### config.mk
export PLATFORM = sky130hd
export DESIGN_NAME = noc_out_port
export DESIGN_NICKNAME = d
export VERILOG_FILES = /design/src/rtl/noc_out_port.sv
export SDC_FILE = /design/constraint.sdc
export NUM_CORES = 1
export LEC_CHECK = 0
export BUFFER_PORTS_ARGS = -buffer_cell sky130_fd_sc_hd__clkbuf_2
export CAP_MARGIN = 20
export CORE_ASPECT_RATIO = 0.75
export CORE_MARGIN = 3
export CORE_UTILIZATION = 55
export CTS_BUF_LIST = sky130_fd_sc_hd__clkbuf_8 sky130_fd_sc_hd__clkbuf_16
export DETAILED_ROUTE_END_ITERATION = 16
export PLACE_DENSITY = 0.8
export SLEW_MARGIN = 15
export SYNTH_ARGS = -nofsm -noshare
export SYNTH_HDL_FRONTEND = slang
export SYNTH_SLANG_ARGS = --single-unit
### constraint.sdc
create_clock -name clk -period 3.1 [get_ports clk]
set_input_delay 0.31 -clock clk [delete_from_list [all_inputs] [get_ports clk]]
set_output_delay 0.31 -clock clk [all_outputs]
set_load 0.005 [all_outputs]
### src/rtl/noc_out_port.sv
// noc_out_port: output-port stage of a NOC router.
// It generates a rotating one-hot grant token (turn) for the route logic and
// accepts the selected input flit into a small circular FIFO. Flits are then
// launched onto the link under a credit counter that the downstream router
// refills with credit_inc_i.
// Optional feature macro: NOC_OUTPORT_BYPASS_EN. When it is defined, a legal
// push into an empty FIFO with credit available goes straight to data_o in the
// same edge, giving a 1-cycle latency.
// err_o is sticky until reset. It flags a push while full, an illegal
// port_select, and a credit return while the counter is already at CREDITS.

module noc_out_port #(
  parameter int DEPTH   = 4,
  parameter int CREDITS = 4
) (
  input  logic       clk,
  input  logic       rst_n,
  input  logic [7:0] N_data_i,
  input  logic [7:0] S_data_i,
  input  logic [7:0] E_data_i,
  input  logic [7:0] W_data_i,
  input  logic [7:0] L_data_i,
  input  logic [2:0] port_select,
  input  logic       port_enable,
  output logic       port_full,
  output logic [4:0] turn,
  output logic [7:0] data_o,
  output logic       valid_o,
  input  logic       credit_inc_i,
  output logic       err_o
);

  localparam int AW   = (DEPTH > 1) ? $clog2(DEPTH) : 1;
  localparam int CNTW = $clog2(DEPTH + 1);
  localparam int CW   = $clog2(CREDITS + 1);

  localparam logic [CNTW-1:0] DEPTH_C    = CNTW'(DEPTH);
  localparam logic [CNTW-1:0] CNT_ZERO   = CNTW'(0);
  localparam logic [CNTW-1:0] CNT_ONE    = CNTW'(1);
  localparam logic [CW-1:0]   CREDITS_C  = CW'(CREDITS);
  localparam logic [CW-1:0]   CRED_ZERO  = CW'(0);
  localparam logic [CW-1:0]   CRED_ONE   = CW'(1);
  localparam logic [AW-1:0]   PTR_ZERO   = AW'(0);
  localparam logic [AW-1:0]   PTR_ONE    = AW'(1);

  // Registered state
  logic [4:0]      turn_r;
  logic [7:0]      mem_r [DEPTH];
  logic [AW-1:0]   wr_ptr_r;
  logic [AW-1:0]   rd_ptr_r;
  logic [CNTW-1:0] count_r;
  logic            full_r;
  logic [CW-1:0]   credit_r;
  logic [7:0]      data_r;
  logic            valid_r;
  logic            err_r;

  // Combinational decode
  logic [7:0]      sel_data_s;
  logic            sel_ok_s;
  logic            push_ok_s;
  logic            fifo_empty_s;
  logic            credit_ok_s;
  logic            launch_s;
  logic            bypass_s;
  logic            fifo_push_s;
  logic            send_s;
  logic            credit_ovf_s;
  logic            err_set_s;
  logic [CW-1:0]   credit_nxt_s;
  logic [CNTW-1:0] count_nxt_s;

  assign turn      = turn_r;
  assign port_full = full_r;
  assign data_o    = data_r;
  assign valid_o   = valid_r;
  assign err_o     = err_r;

  // Source multiplexer: pick the head flit of the selected input buffer
  always_comb begin
    sel_data_s = 8'h00;
    case (port_select)
      3'd0:    sel_data_s = N_data_i;
      3'd1:    sel_data_s = S_data_i;
      3'd2:    sel_data_s = E_data_i;
      3'd3:    sel_data_s = W_data_i;
      3'd4:    sel_data_s = L_data_i;
      default: sel_data_s = 8'h00;
    endcase
  end

  assign sel_ok_s     = (port_select <= 3'd4);
  assign push_ok_s    = port_enable & ~full_r & sel_ok_s;
  assign fifo_empty_s = (count_r == CNT_ZERO);
  assign credit_ok_s  = (credit_r != CRED_ZERO);
  assign launch_s     = ~fifo_empty_s & credit_ok_s;

`ifdef NOC_OUTPORT_BYPASS_EN
  assign bypass_s     = push_ok_s & fifo_empty_s & credit_ok_s;
`else
  assign bypass_s     = 1'b0;
`endif

  assign fifo_push_s  = push_ok_s & ~bypass_s;
  assign send_s       = launch_s | bypass_s;
  assign credit_ovf_s = credit_inc_i & ~send_s & (credit_r == CREDITS_C);
  assign err_set_s    = (port_enable & (full_r | ~sel_ok_s)) | credit_ovf_s;

  // Credit next-state: minus one per send, plus one per returned credit, saturating at CREDITS
  always_comb begin
    credit_nxt_s = credit_r;
    case ({send_s, credit_inc_i})
      2'b10: credit_nxt_s = credit_r - CRED_ONE;
      2'b01: begin
        if (credit_ovf_s) begin
          credit_nxt_s = credit_r;
        end else begin
          credit_nxt_s = credit_r + CRED_ONE;
        end
      end
      default: credit_nxt_s = credit_r;
    endcase
  end

  // FIFO occupancy next-state: a push and a pop together leave the count unchanged
  always_comb begin
    count_nxt_s = count_r;
    case ({fifo_push_s, launch_s})
      2'b10:   count_nxt_s = count_r + CNT_ONE;
      2'b01:   count_nxt_s = count_r - CNT_ONE;
      default: count_nxt_s = count_r;
    endcase
  end

  // Grant token: unconditional right rotate, bit 0 wraps to bit 4
  always_ff @(posedge clk or negedge rst_n) begin
    if (!rst_n) begin
      turn_r <= 5'b10000;
    end else begin
      turn_r <= {turn_r[0], turn_r[4:1]};
    end
  end

  // FIFO storage: write the selected flit at the write pointer
  always_ff @(posedge clk or negedge rst_n) begin
    if (!rst_n) begin
      for (int i = 0; i < DEPTH; i++) begin
        mem_r[i] <= 8'h00;
      end
    end else if (fifo_push_s) begin
      mem_r[wr_ptr_r] <= sel_data_s;
    end
  end

  // FIFO pointers, count and registered full flag
  always_ff @(posedge clk or negedge rst_n) begin
    if (!rst_n) begin
      wr_ptr_r <= PTR_ZERO;
      rd_ptr_r <= PTR_ZERO;
      count_r  <= CNT_ZERO;
      full_r   <= 1'b0;
    end else begin
      if (fifo_push_s) begin
        wr_ptr_r <= wr_ptr_r + PTR_ONE;
      end
      if (launch_s) begin
        rd_ptr_r <= rd_ptr_r + PTR_ONE;
      end
      count_r <= count_nxt_s;
      full_r  <= (count_nxt_s == DEPTH_C);
    end
  end

  // Credit counter towards the downstream input buffer
  always_ff @(posedge clk or negedge rst_n) begin
    if (!rst_n) begin
      credit_r <= CREDITS_C;
    end else begin
      credit_r <= credit_nxt_s;
    end
  end

  // Link output: load the head (or bypassed) flit on a send, otherwise hold data and drop valid
  always_ff @(posedge clk or negedge rst_n) begin
    if (!rst_n) begin
      data_r  <= 8'h00;
      valid_r <= 1'b0;
    end else if (send_s) begin
      data_r  <= bypass_s ? sel_data_s : mem_r[rd_ptr_r];
      valid_r <= 1'b1;
    end else begin
      valid_r <= 1'b0;
    end
  end

  // Sticky protocol-error flag, cleared only by reset
  always_ff @(posedge clk or negedge rst_n) begin
    if (!rst_n) begin
      err_r <= 1'b0;
    end else if (err_set_s) begin
      err_r <= 1'b1;
    end
  end

endmodule

# ---- Yosys cells after proc, flatten, opt, wreduce, memory -nomap -nowiden
# Index checks and enable logic that the tools add are counted.
dict set report totals {
  mem_count 0
  romBits 0
  ramBits 0
  register_bits 58
  output_inout_bits 16
  latchBits 0
  in_bits 47
  elab_cells 65
}
dict set report op_classes {
  reduce_logical 6
  shift 0
  eq_ne 11
  order_cmp 4
  bitwise 14
  addsub 6
  div 0
  mul 0
  mux 11
}
# operator n
set op_table {}
lappend op_table {{$pmux W8 S5} 1}
lappend op_table {{$bwmux W32} 1}
lappend op_table {{$mux W8} 3}
lappend op_table {{$bmux W8 S2} 1}
lappend op_table {{$demux W8 S2} 1}
lappend op_table {{$pmux W3 S2} 2}
lappend op_table {{$eq A3 B3 Y1 const B} 3}
lappend op_table {{$add A3 B1 Y3 const B} 2}
lappend op_table {{$and A1 B1 Y1} 6}
lappend op_table {{$eq A3 B2 Y1 const B} 2}
lappend op_table {{$ge A3 B3 Y1 const B} 2}
lappend op_table {{$logic_not A3 Y1} 2}
lappend op_table {{$not A2 Y3} 2}
lappend op_table {{$sub A3 B1 Y3 const B} 2}
lappend op_table {{$add A2 B1 Y2 const B} 2}
lappend op_table {{$eq A2 B1 Y1 const B} 2}
lappend op_table {{$eq A2 B2 Y1 const B} 2}
lappend op_table {{$not A1 Y1} 4}
lappend op_table {{$eq A3 B1 Y1 const B} 1}
lappend op_table {{$le A3 B3 Y1 const B} 1}
lappend op_table {{$lt A3 B1 Y1 const B} 1}
lappend op_table {{$mux W3} 1}
lappend op_table {{$reduce_bool A3 Y1} 1}
lappend op_table {{$ne A2 B2 Y1 const B} 1}
lappend op_table {{5 further kinds} 6}

# ---- Depth between registers and ports, before layout
# Gate-level depths: netlist of run 1.
dict set report depth {
  word_depth 8
  mapped_depth 9
  mapped_depth_nobuf 7
}

# ---- Worst setup path after synthesis of run 1
# Ideal clock, no wire load.
dict set report synth_timing {
  kind {flip-flop to flip-flop}
  from {register full_r, in the netlist port_full}
  to {register full_r, in the netlist port_full}
  setup_slack_ps 593
  path_stages_with_launch 8
  period_less_slack_ps 2507
  setup_time_ps 94
  t_arrival_ps 2413
  n_path_buf 1
  required_time_ps 3006
  cell_sequence {dfrtp_1 > clkbuf_1 > or3b_4 > ha_1 > fa_1 > xnor2_1 > or3_1 > a211oi_1}
}
dict set report synth_between {
  elab_chain_cells 6
  word_cells_on_any_way 7
  cone_classes {eq/ne: 3; mux: 1; bitwise: 3}
}
# element line_no
set synth_rtl {}
lappend synth_rtl {{from (decl)} 52} ;# logic full_r;
lappend synth_rtl {{from (signal assigned)} 170} ;# full_r <= (count_nxt_s == DEPTH_C);
lappend synth_rtl {{$not A1 Y1 (*)} 93} ;# assign push_ok_s = port_enable & ~full_r & sel_ok_s;
lappend synth_rtl {{$and A1 B1 Y1 (*) (2 in a row)} 93}
lappend synth_rtl {{$eq A2 B1 Y1 / $eq A2 B2 Y1 (equally long branches)} 128} ;# case ({fifo_push_s, launch_s})
lappend synth_rtl {{$pmux W3 S2 (*)} 128}
lappend synth_rtl {{$eq A3 B3 Y1 (*)} 170}
# Every way passes the cells marked *; elsewhere a longest branch is shown, timed or not.
# A chain may end at the register's enable or synchronous reset.

# ---- Worst setup path after layout of run 1
# Ends and elaborated chain as after synthesis.

==> results_tabular.tex, run 1 <==
\begin{tabular}{lr}
\hline
Metric & Value \\
\hline
\multicolumn{2}{l}{\textbf{STA}} \\
Relative max-transition margin & $\sim$40\% \\
Number of slew-limit violations in the final report & 0 \\
Worst slack on hold paths & $\sim$0.096 ns \\
Final Setup Violations & 0 \\
Final setup skew & between 0.004 and 0.005 ns \\
Measured slew at the worst slew-check pin & between 0.8 and 0.9 ns \\
Setup repair after global routing missed its margin & no \\
Upper clock frequency limit & 0.3978 GHz \\
Post-layout minimum cycle time & about 2.5 ns \\
Final Hold Violating Endpoints & 0 \\
Final worst path period share & slightly above 80\% \\
Sum of negative setup slack & 0 ns \\
\multicolumn{2}{l}{\textbf{Critical path}} \\
Launch point of the worst reg-to-reg path & port\_full \\
Cell with the biggest individual delay on the critical path & sky130\_fd\_sc\_hd\_\_dfrtp\_1 \\
Source of the critical timing path & port\_full \\
Worst path top cell family by delay & simple AND/OR/NAND/NOR gates \\
Required arrival time at the worst endpoint & approximately 3.3 ns \\
CP peak stage delay & 0.56 ns \\
Worst Path Class, Setup & reg -> reg \\
FF-to-FF End & port\_full \\
Highest fanout seen on the critical path & 11 \\
Count of buffering cells on the critical path with inverters included & 0 \\
Critical-path cell list & or3b\_4 -> ha\_1 -> fa\_1 -> xnor2\_1 -> or3\_1 -> a211oi\_1 \\
Logic depth of the worst register-to-register path & 6 \\
Worst Setup End Kind & flip-flop \\
Data arrival time of the worst path & between 2 and 3 ns \\
R2R setup slack & about 0.6 ns \\
Type of origin of the critical path & flip-flop \\
\multicolumn{2}{l}{\textbf{Placed design}} \\
Placed Instances & 350 \\
I/O Buffers & 62 \\
Routability cong. & about 0.85 \\
Half-perimeter wire length after placement & between 4 and 5 mm \\
\multicolumn{2}{l}{\textbf{Clocking}} \\
Sink Count & 58 \\
CTS tree & done \\
Post-CTS Setup Repair Bufs & 0 \\
Clock Tree Buf Depth & 2 \\
Cts hold-fix bufs & 0 \\
Clk\_lat worst skew & 0.33 ns \\
\# H-tree levels & 3 \\
CTS clock-pin slew for the worst setup and hold paths & approximately 0.06 ns \\
Number of buffers inserted during clock tree synthesis & 9 \\
CTS Root Cell & sky130\_fd\_sc\_hd\_\_clkbuf\_8 \\
Resize count post-CTS & 0 \\
\multicolumn{2}{l}{\textbf{Floorplan}} \\
Placeable core region & around 0.005 mm² \\
Number of primary I/O pins & between 60 and 70 \\
Effective utilization at floorplan & roughly 59\% \\
Die outline height & about 70 µm \\
Die Area & between 0.006 and 0.007 mm² \\
Number of placement rows & 22 \\
Floorplan die width & 91.70 µm \\
\multicolumn{2}{l}{\textbf{Routing}} \\
Total detailed-routing wirelength & just over 6 mm \\
Remaining DRCs & 0 \\
Post-detailed-route wirelength per cell & 16.81 µm \\
Detail Route Antenna Nets & 0 \\
DR vias & 2058 \\
Routed via count divided by cell count & $\sim$5.6 \\
Starting DRC count in detailed routing & between 100 and 150 \\
First-pass detailed-route iteration total & 4 \\
\multicolumn{2}{l}{\textbf{Global routing}} \\
Vias in the first global route & 2150 \\
Total track usage & between 20 and 25\% \\
Antenna violations before repair & 0 \\
First-pass GRT wire length & $\sim$10 mm \\
Sum of overflow across all layers after global routing & 0 \\
Pin count of the biggest net entering global routing & 38 \\
\multicolumn{2}{l}{\textbf{Flow run}} \\
Maximum capacitance violations & 0 \\
\multicolumn{2}{l}{\textbf{Finish}} \\
Nets & $\sim$340 \\
Most common cell after layout, fill and taps aside & sky130\_fd\_sc\_hd\_\_clkbuf\_2 \\
Synthesis-to-layout area growth & 18.63\% \\
Share of cells above drive strength 1 & $\sim$46\% \\
Top library cells by usage in the layout, fill and taps aside & sky130\_fd\_sc\_hd\_\_clkbuf\_2 (62), sky130\_fd\_sc\_hd\_\_dfrtp\_1 (56), sky130\_fd\_sc\_hd\_\_mux2\_2 (38) \\
Number of cells in the finished layout apart from fillers & 365 \\
Antenna diode instance count & 0 \\
\multicolumn{2}{l}{\textbf{Yosys}} \\
Top cells by area, synth & sky130\_fd\_sc\_hd\_\_dfrtp\_1 (46\%), sky130\_fd\_sc\_hd\_\_mux2\_2 (14\%), sky130\_fd\_sc\_hd\_\_mux4\_2 (5.9\%) \\
Area leader, netlist & sky130\_fd\_sc\_hd\_\_dfrtp\_1 \\
Register area share after synthesis & 48.00\% \\
Cell count after synthesis & roughly 230 \\
Synth warnings & 0 \\
Synthesized flop and latch total & 58 \\
Most used flip-flop cell after synthesis & sky130\_fd\_sc\_hd\_\_dfrtp\_1 \\
Fraction of registers with async set or reset after synthesis & between 90\% and 100\% \\
Average instance area after synthesis & roughly 13 µm² \\
Number of library cell types mapped by synthesis & 42 \\
EDFF count, synth & 0 \\
Mapped Nets & between 200 and 300 \\
Share of the synthesized area in the top cell type & 46.26\% \\
Mapped cell area & $\sim$0.003 mm² \\
\multicolumn{2}{l}{\textbf{Run status}} \\
Result of the run & finished, final reports clean \\
\multicolumn{2}{l}{\textbf{Power and ir drop}} \\
Static power due to leakage & 1.675 nW \\
Max IR drop VDD & between 500 and 600 µV \\
Total power per unit cell area & $\sim$930 mW/mm² \\
\multicolumn{2}{l}{\textbf{Hold path}} \\
Path type of the worst min-delay path & in -> async \\
\hline
\end{tabular}
==> routing by layer <==
layer  GRT usage (%)  routed length, µm  vias to the layer above  part of all wire [%]
met2           32.87               3010                       39                    49
li1                -                  -                      981                     -
met5               0                  0                        -                     0
met4           5.766                 36                        0                  0.59
met3           6.243                247                        4                   4.0
met1           27.97               2841                     1034                    46
==> synth_stat cells, types with 2 or more instances <==
library cell                n
sky130_fd_sc_hd__nor2_1     5
sky130_fd_sc_hd__a31oi_1    5
sky130_fd_sc_hd__dfrtp_1   56
sky130_fd_sc_hd__mux2_2    38
sky130_fd_sc_hd__mux2i_1   15
sky130_fd_sc_hd__fa_1       2
sky130_fd_sc_hd__o21ai_0    3
sky130_fd_sc_hd__nand2b_1   4
sky130_fd_sc_hd__clkbuf_1   5
sky130_fd_sc_hd__xnor2_1    4
sky130_fd_sc_hd__buf_2      5
sky130_fd_sc_hd__nand3_1    2
sky130_fd_sc_hd__o31a_1     4
sky130_fd_sc_hd__mux4_2     8
sky130_fd_sc_hd__or4bb_1    6
sky130_fd_sc_hd__buf_6      2
sky130_fd_sc_hd__o221ai_1   8
sky130_fd_sc_hd__o211ai_1   4
sky130_fd_sc_hd__nand3b_1   3
sky130_fd_sc_hd__dfstp_2    2
sky130_fd_sc_hd__or3_1      3
sky130_fd_sc_hd__o32a_1     2
sky130_fd_sc_hd__nor3_4     4
sky130_fd_sc_hd__ha_1       5
sky130_fd_sc_hd__inv_1      6
sky130_fd_sc_hd__nand2_1    8
==> flip-flops by register name, summed over array words and instances, names as in the netlist <==
name	cells
credit_r	3
data_o	8
wr_ptr_r	2
err_o	1
turn	5
valid_o	1
mem_r	32
count_r	3
rd_ptr_r	2
port_full	1
==> how the worst max path moves through the flow <==
stage	end	depth (start not counted)
2_1_floorplan	port_full	7
3_3_place_gp	port_full	8
3_5_place_dp	port_full	8
4_1_cts	port_full	6
5_1_grt	port_full	6
6_report	port_full	6
==> kinds of logic (layout without fill, tap and decap cells) <==
family | count (synthesis) | count (layout) | synth area share [%]
xor+xnor | 5 | 5 | 1.446
fa+ha+maj | 7 | 7 | 3.387
simple gates | 45 | 45 | 11.19
mux | 62 | 62 | 25.53
buf+inv | 19 | 87 | 3.056
compound gates | 29 | 29 | 7.394
flops | 58 | 58 | 48.00
==> layout make-up <==
class                           instances  area [µm²]
Fill cell                             360        1499
Multi-Input combinational cell        148        1483
Sequential cell                        58        1454
Timing Repair Buffer                   66       340.3
Clock buffer                           12       165.2
Tap cell                               72       90.09
Clock inverter                          3       38.79
Inverter                                6       22.52
==> report_power, final <==
part	switching [mW]	internal, mW
clock network	0.269	0.428
registers	0.289	1.10
logic	0.510	0.754
==> metrics by stage <==
stage	power (mW)	worst slack [ns]	utilization, %	area, µm²
final	3.351	0.5861	70.57	3593
after global routing	3.587	0.4434	70.57	3593
after CTS	3.391	0.5736	70.57	3593
after detailed placement	2.675	0.5295	66.56	3390
after global placement	2.596	0.5824	66.56	3390
after floorplan	2.327	0.5928	-	3029
No activity file was read; power rests on OpenSTA's default activity.
==> inputs of run 2 (changes only) <==
==> constraint.sdc (replaced) <==
create_clock -name clk -period 2.4 [get_ports clk]
set_input_delay 0.24 -clock clk [delete_from_list [all_inputs] [get_ports clk]]
set_output_delay 0.24 -clock clk [all_outputs]
set_load 0.005 [all_outputs]
==> results_tabular.tex, run 2 (same netlist as run 1, synthesis figures left out) <==
\begin{tabular}{lr}
\hline
Metric & Value \\
\hline
\multicolumn{2}{l}{\textbf{Clocking}} \\
CTS clock-pin slew for the worst setup and hold paths & approximately 0.06 ns \\
\# H-tree levels & 3 \\
Cts hold-fix bufs & 0 \\
Clock Tree Buf Depth & 2 \\
Number of buffers inserted during clock tree synthesis & 9 \\
CTS tree & done \\
Sink Count & between 50 and 60 \\
Post-CTS Setup Repair Bufs & 0 \\
CTS Root Cell & sky130\_fd\_sc\_hd\_\_clkbuf\_8 \\
Resize count post-CTS & 0 \\
Clk\_lat worst skew & between 0.3 and 0.4 ns \\
\multicolumn{2}{l}{\textbf{Placed design}} \\
Placed Instances & roughly 360 \\
I/O Buffers & 62 \\
Routability cong. & around 0.83 \\
Half-perimeter wire length after placement & approximately 4.8 mm \\
Setup Slack @ Placement & roughly 0.053 ns \\
Post-detailed-placement cell area & around 0.0034 mm² \\
\multicolumn{2}{l}{\textbf{Critical path}} \\
Required arrival time at the worst endpoint & roughly 2.6 ns \\
Type of origin of the critical path & flip-flop \\
Worst Path Class, Setup & reg -> reg \\
Data arrival time of the worst path & around 2.5 ns \\
Worst Setup End Kind & flip-flop \\
Logic depth of the worst register-to-register path & 7 \\
Cell with the biggest individual delay on the critical path & sky130\_fd\_sc\_hd\_\_dfstp\_2 \\
CP peak stage delay & around 0.40 ns \\
Critical-path cell list & nor3\_1 -> nor2\_1 -> ha\_2 -> fa\_1 -> xnor2\_1 -> or3\_1 -> a211oi\_1 \\
Highest fanout seen on the critical path & 8 \\
\multicolumn{2}{l}{\textbf{STA}} \\
Final Hold Violating Endpoints & 0 \\
Min setup slack post-route & 0.1807 ns \\
Upper clock frequency limit & about 0.45 GHz \\
Final setup skew & roughly 0.003 ns \\
Relative max-transition margin & a little over half \\
Sum of negative setup slack & 0 ns \\
Measured slew at the worst slew-check pin & 0.7009 ns \\
Post-layout minimum cycle time & between 2 and 2.5 ns \\
Number of slew-limit violations in the final report & 0 \\
Worst slack on hold paths & $\sim$0.045 ns \\
Final worst path period share & 92.47\% \\
Setup repair after global routing missed its margin & no \\
Final Setup Violations & 0 \\
\multicolumn{2}{l}{\textbf{Routing}} \\
Post-detailed-route wirelength per cell & 17.72 µm \\
Routed via count divided by cell count & slightly below 6 \\
DR vias & between 2000 and 2500 \\
Detail Route Antenna Nets & 0 \\
First-pass detailed-route iteration total & 4 \\
Total detailed-routing wirelength & about 6.6 mm \\
Remaining DRCs & 0 \\
Starting DRC count in detailed routing & $\sim$150 \\
\multicolumn{2}{l}{\textbf{Power and ir drop}} \\
Static power due to leakage & 1.718 nW \\
Max IR drop VDD & about 730 µV \\
Total power per unit cell area & approximately 1200 mW/mm² \\
\multicolumn{2}{l}{\textbf{Finish}} \\
Nets & 350 \\
Share of cells above drive strength 1 & between 40\% and 50\% \\
Combined area of the multi-input logic cells & between 0.001 and 0.0015 mm² \\
Synthesis-to-layout area growth & 21.56\% \\
Area of all placed cells without fillers & 0.003682 mm² \\
Top library cells by usage in the layout, fill and taps aside & sky130\_fd\_sc\_hd\_\_clkbuf\_2 (62), sky130\_fd\_sc\_hd\_\_dfrtp\_1 (56), sky130\_fd\_sc\_hd\_\_mux2\_2 (38) \\
Antenna diode instance count & 0 \\
Flip-flop count of the largest register, all copies and words added & 32 \\
Most common cell after layout, fill and taps aside & sky130\_fd\_sc\_hd\_\_clkbuf\_2 \\
Top register by number of flip-flops & mem\_r \\
Layout filler cell count & 367 \\
Number of cells in the finished layout apart from fillers & about 370 \\
Sequential standard cell area & approximately 0.0015 mm² \\
\multicolumn{2}{l}{\textbf{Floorplan}} \\
Number of placement rows & 22 \\
Floorplan die width & approximately 92 µm \\
Number of primary I/O pins & 63 \\
Die Area & 0.006443 mm² \\
Die outline height & between 70 and 80 µm \\
Effective utilization at floorplan & approximately three fifths \\
Placeable core region & $\sim$0.0051 mm² \\
\multicolumn{2}{l}{\textbf{Global routing}} \\
Sum of overflow across all layers after global routing & 0 \\
Total track usage & a little under a quarter \\
Pin count of the biggest net entering global routing & between 50 and 60 \\
Vias in the first global route & approximately 2200 \\
First-pass GRT wire length & between 10 and 15 mm \\
Antenna violations before repair & 0 \\
\multicolumn{2}{l}{\textbf{Flow run}} \\
Maximum capacitance violations & 0 \\
\multicolumn{2}{l}{\textbf{Hold path}} \\
Path type of the worst min-delay path & in -> async \\
\multicolumn{2}{l}{\textbf{Run status}} \\
Result of the run & finished, final reports clean \\
\hline
\end{tabular}
run 2: cell types whose count changed in the layout (fill, tap and decap cells not counted), sizes merged:
cell | before | now
bufinv | 1 | 2
inv | 7 | 6
clkinvlp | 0 | 1
buf | 4 | 11
run 2: final cells by class:
type                       count  area share [%]
clock inverter                 4           1.971
multi-input combinational    148           40.33
tap                           72           2.446
timing repair buffer          73           10.67
clock buffer                  12           4.485
inverter                       6          0.6116
sequential                    58           39.48
run 2: worst max-delay path, delay by kind of cell, from the launching register on:
| family | cells | cell delay (ns) |
|---|---|---|
| flip-flops | 1 | 0.40 |
| AO/OA/AOI/OAI | 1 | 0.23 |
| AND/OR/NAND/NOR | 3 | 0.77 |
| XOR/XNOR | 1 | 0.15 |
| adder cells (fa/ha/maj) | 2 | 0.58 |
run 2: power by group:
group / switching, mW / leakage [nW] / internal, mW
clock: 0.368 / 0.119 / 0.667
combinational: 0.731 / 0.882 / 1.02
sequential: 0.342 / 0.717 / 1.42
run 2: final timing paths:
check,startpoint,endpoint,slack [ns]
worst max-delay path,credit_r[2],port_full,0.18
worst min-delay path,rst_n,mem_r[21],0.04
worst max register to register,credit_r[2],port_full,0.18
worst min register to register,turn[0],turn[4],0.38
max in group asynchronous,rst_n,turn[3],1.89
min in group clk,port_enable,err_o,0.27
run 2: per-layer routing:
layer,share of wire [%],GRT usage (%),vias up
met3,4.7,6.136,12
met5,0,0,-
met4,1.2,6.755,0
met2,50,35.55,62
li1,-,-,999
met1,44,30.67,1085
run 2: metrics by stage:
stage          utilization, %  power (mW)
2_1_floorplan               -       3.013
3_3_place_gp            67.64       3.413
3_5_place_dp            67.64       3.527
4_1_cts                 72.31       4.583
5_1_grt                 72.31       4.863
6_report                72.31       4.556
